[src/rtl/cacheline_arbiter.sv]
// cacheline_arbiter: round-robin sharing of the pmem line port between the I-cache and D-cache
module cacheline_arbiter #(
    parameter int LINE_WIDTH = 256,
    parameter int ADDR_WIDTH = 32
) (
    input  logic                  clk,
    input  logic                  rst,
    input  logic [ADDR_WIDTH-1:0] i_addr,
    input  logic                  i_read,
    output logic [LINE_WIDTH-1:0] i_rdata,
    output logic                  i_resp,
    input  logic [ADDR_WIDTH-1:0] d_addr,
    input  logic                  d_read,
    input  logic                  d_write,
    input  logic [LINE_WIDTH-1:0] d_wdata,
    output logic [LINE_WIDTH-1:0] d_rdata,
    output logic                  d_resp,
    output logic [ADDR_WIDTH-1:0] pmem_addr,
    output logic                  pmem_read,
    output logic                  pmem_write,
    output logic [LINE_WIDTH-1:0] pmem_wdata,
    input  logic [LINE_WIDTH-1:0] pmem_rdata,
    input  logic                  pmem_resp
);
    typedef enum logic [1:0] {IDLE, SERVE_I, SERVE_D, RELEASE} state_t;
    state_t state, state_nxt;
    logic   last_d, last_d_nxt;
    logic   d_req;
    assign d_req   = d_read | d_write;
    assign i_rdata = pmem_rdata;
    assign d_rdata = pmem_rdata;
    always_ff @(posedge clk or negedge rst)
        if (!rst) begin
            state  <= IDLE;
            last_d <= 1'b0;
        end else begin
            state  <= state_nxt;
            last_d <= last_d_nxt;
        end
    // a dropped request while granted abandons the grant; a response always wins
    always_comb begin
        state_nxt  = state;
        last_d_nxt = last_d;
        pmem_addr  = '0;
        pmem_read  = 1'b0;
        pmem_write = 1'b0;
        pmem_wdata = '0;
        i_resp     = 1'b0;
        d_resp     = 1'b0;
        case (state)
            IDLE: state_nxt = (i_read & d_req) ? (last_d ? SERVE_I : SERVE_D) :
                              i_read ? SERVE_I : d_req ? SERVE_D : IDLE;
            SERVE_I: begin
                pmem_addr = i_addr;
                pmem_read = 1'b1;
                i_resp    = pmem_resp;
                if (pmem_resp) begin
                    state_nxt  = RELEASE;
                    last_d_nxt = 1'b0;
                end else if (!i_read)
                    state_nxt = IDLE;
            end
            SERVE_D: begin
                pmem_addr  = d_addr;
                pmem_read  = d_read & ~d_write;
                pmem_write = d_write;
                pmem_wdata = d_wdata;
                d_resp     = pmem_resp;
                if (pmem_resp) begin
                    state_nxt  = RELEASE;
                    last_d_nxt = 1'b1;
                end else if (!d_req)
                    state_nxt = IDLE;
            end
            default: state_nxt = IDLE;
        endcase
    end
endmodule

[config.mk]
export PLATFORM = sky130hd
export DESIGN_NAME = cacheline_arbiter
export DESIGN_NICKNAME = d
export VERILOG_FILES = /design/src/rtl/cacheline_arbiter.sv
export SDC_FILE = /design/constraint.sdc
export NUM_CORES = 1
export LEC_CHECK = 0
export ABC_CLOCK_PERIOD_IN_PS = 1500
export BUFFER_PORTS_ARGS = -buffer_cell sky130_fd_sc_hd__buf_4
export CAP_MARGIN = 25
export CORE_AREA = 3 3 543 545
export DETAILED_ROUTE_END_ITERATION = 12
export DIE_AREA = 0 0 546 548
export GPL_ROUTABILITY_DRIVEN = 0
export PLACE_DENSITY = 0.3
export SYNTH_ARGS = -nofsm -noshare
export SYNTH_HDL_FRONTEND = slang
export SYNTH_SLANG_ARGS = --single-unit
export TNS_END_PERCENT = 50
[constraint.sdc]
create_clock -name clk -period 1.5 [get_ports clk]
set_clock_uncertainty 0.15 [all_clocks]
set_input_delay 0.3 -clock clk [delete_from_list [all_inputs] [get_ports clk]]
set_output_delay 0.3 -clock clk [all_outputs]
set_load 0.01 [all_outputs]
==> impl_metrics.csv <==
group,metric,value,unit
sta,setup_ws,-0.776,ns
pwr,p_seq_frac,0.010,
worst_setup_path,cp.required,1.05,ns
sta,finalCriticalPeriod,2.28,ns
floorplan,die_area,0.299,mm²
sta,relSlewSlack,0.709,
finish,area_growth,122,%
finish,nets,1625,
worst_setup_path,arrival,1.83,ns
placement,dp_worst_setup_slack,-1.13,ns
floorplan,top_level_ports,1386,
cts,cts_sinks,3,
pwr,power_density,1270,mW/mm²
status,violations,"antenna violations, negative setup slack",
worst_setup_path,worstPathMaxFanout,11,
worst_setup_path,critPathLaunch,"state[0]",
status,status,"finished, violations left",
sta,period_share,1.52,
sta,maxSlewViolCount,0,
global_routing,grt-ovfl-total,0,
cts,clk_pin_slew,0.03,ns
drt,wl_per_cell,34.0,µm
drt,firstDrtPassIters,5,
pwr,combPwrFrac,0.967,
worst_setup_path,crit_end,"pmem_addr[8]",
pwr,vdd_drop_max,0.000697,V
finish,drive_above_1_share,0.834,
drt,met3_length,53.2,mm
worst_setup_path,crit_buf_inv,4,
global_routing,antenna_found_initial,137,
floorplan,die_y,548,µm
floorplan,start_util,0.0219,
pwr,power.share.clock,0.024,
worst_setup_path,cp_cell_sequence,"inv_2 -> ha_4 -> buf_12 -> buf_6 -> a22oi_2 -> nor2b_2 -> buf_4",
cts,cts_root_buf,"clkbuf_16",
worst_setup_path,cp_num_cells,7,
cts,cts_tree,"built",
cts,cts_buffers,3,
worst_setup_path,reg2reg_to,"state[1]",
placement,portBuffers,617,
cts,cts_max_path_buffers,2,
sta,rsz0062_at_grt,"yes",
drt,drt_iter0_markers,353,
sta,timing.fmax,439,MHz
global_routing,grt_start_max_net_pins,34,
cts,htree_levels,1,
worst_setup_path,r2r_cells,9,
placement,hpwl,157,mm
hold_path,hp-class,"input pin to flop",
worst_setup_path,critical_path.slowest_cell,"dfrtp_1",
worst_setup_path,worst_path_largest_cell_delay,0.39,ns
global_routing,gr-usage-all-layers,0.106,
synthesis,syn_inst,900,
sta,worst_slew_pin_slew,0.435,ns
synthesis,syn_area_per_cell,7.07,µm²
worst_setup_path,cp_top_family,"buffers and inverters",
drt,drc,0,
sta,setup_violations,295,
drt,via_per_inst,1.49,
floorplan,die-width,546,µm
synthesis,synth.yosys.warnings,0,
global_routing,grt_pass1_wl,184,mm
synthesis,synth_top_area_cell,"buf_4",
worst_setup_path,critPathCaptureType,"output port",
finish,final_cell_mix,"buf_4, and2_1, and2_4",
drt,met2_wirelength,66.1,mm
synthesis,synth_top_area_share,0.606,
worst_setup_path,critPathLaunchType,"flop",
floorplan,core_area,0.291,mm²
worst_setup_path,crit_type,"flop to output port",
global_routing,grt_pass1_vias,7189,
finish,design_area,0.0141,mm²
synthesis,ys_ff_latch,3,
floorplan,fp-row-count,198,
synthesis,netlist_area,0.00637,mm²
pwr,switching_share,0.484,
drt,drt-met1-wl,41.6,mm
pwr,power_switching,8.68,mW
synthesis,syn_nets,1486,
drt,vias,7386,
placement,place_area,0.0123,mm²
sta,finalHoldViolCount,0,
synthesis,synth_area_leaders,"buf_4, and2_1, a22oi_1, nor2b_1, clkbuf_2",
pwr,p_leak,5.00,nW
drt,totalWireLength,169,mm
pwr,p_int,9.25,mW
synthesis,synth_cell_types,23,
synthesis,synth_seq_area_share,0.0118,
worst_setup_path,rr_startpoint,"state[0]",
drt,top_layer,"met5",
flow_run,maxCapViolations,0,
drt,antenna_left,1,
cts,clkLatencyLatePin,0.23,ns
worst_setup_path,r2r_setup_slack,-0.62,ns
finish,layout_commonest_cell,"buf_4",
[cell type report]
| type | instances | area [µm²] |
|---|---|---|
| multi-input cells | 341 | 2760 |
| clock buffers | 4 | 78.8 |
| well taps | 3900 | 4880 |
| repair buffers | 685 | 6260 |
| flip-flops and latches | 3 | 76.3 |
| diodes | 28 | 70.1 |
| inverters | 5 | 18.8 |
| fillers | 34452 | 276000 |
[layer usage]
layer,track usage,vias to the layer above
met1,0.0773,3021
met2,0.149,1294
met5,0,-
met4,0.0382,20
met3,0.155,486
li1,-,2565
[cells in the mapped netlist]
cell type,instances
buf_4,514
and2_1,258
a22oi_1,33
nor2b_1,32
clkbuf_2,17
buf_2,14
clkbuf_1,4
ha_1,4
inv_1,4
dfrtp_1,3
buf_6,2
nand2_1,2
nor2_1,2
o2bb2ai_1,2
a21o_1,1
a2bb2oi_1,1
a32oi_1,1
inv_2,1
nand3b_1,1
o21a_1,1
o21bai_1,1
o311ai_2,1
o31ai_2,1
[how the worst min path moves through the flow]
stage | cells past startpoint | to | slack, ns | start
finish | 3 | state[0] | 0.35 | i_read
global route | 3 | state[0] | 0.36 | i_read
CTS | 3 | state[0] | 0.36 | i_read
detailed placement | 1 | state[1] | -0.04 | rst
global placement | 1 | state[1] | -0.04 | rst
floorplan | 0 | last_d | -0.15 | rst
[cell families after synthesis]
| group | share of synthesized area |
|---|---|
| AOI/OAI and AO/OA | 0.0525 |
| adders and majority gates | 0.00786 |
| buffers and inverters | 0.639 |
| DFF | 0.0118 |
| and+or+nand+nor | 0.289 |
[through the flow]
stage	hold WS, ns	cells	util	power [mW]	TNS, ns
CTS	0.358	4927	0.0457	16.6	-205.12
global route	0.361	4945	0.0485	19.2	-210.50
global placement	-0.0431	4899	0.0424	13.0	-148.97
detailed placement	-0.0441	4899	0.0424	13.0	-144.25
floorplan	-0.146	900	-	6.38	-26.57
finish	0.352	4966	0.0486	17.9	-185.40
[power by group through the flow]
stage / clock, mW / combinational (mW) / sequential, mW
final: 0.426 / 17.3 / 0.171
after global routing: 0.440 / 18.6 / 0.179
after CTS: 0.431 / 16.0 / 0.171
after global placement: 0 / 12.8 / 0.167
after detailed placement: 0 / 12.8 / 0.164
after floorplan: 0 / 6.23 / 0.150
[registers in the layout (all words and copies together) (netlist names)]
| name | count |
|---|---|
| last_d | 1 |
| state | 2 |
[timing repair]
item                                   in CTS  in global routing
resized for setup                         134                189
hold buffers                                1                  0
setup endpoints to repair                 295                295
endpoints found under the hold margin       3                  0
cloned                                     11                  6
pin swaps                                  11                 16
buffers inserted                           12                 10
[worst min-delay path: cells and delay by family]
| family | cells | cell delay [ns] |
|---|---|---|
| AO/OA/AOI/OAI | 2 | 0.26 |
| buffers and inverters | 1 | 0.12 |
Power figures use the tool's default switching activity.
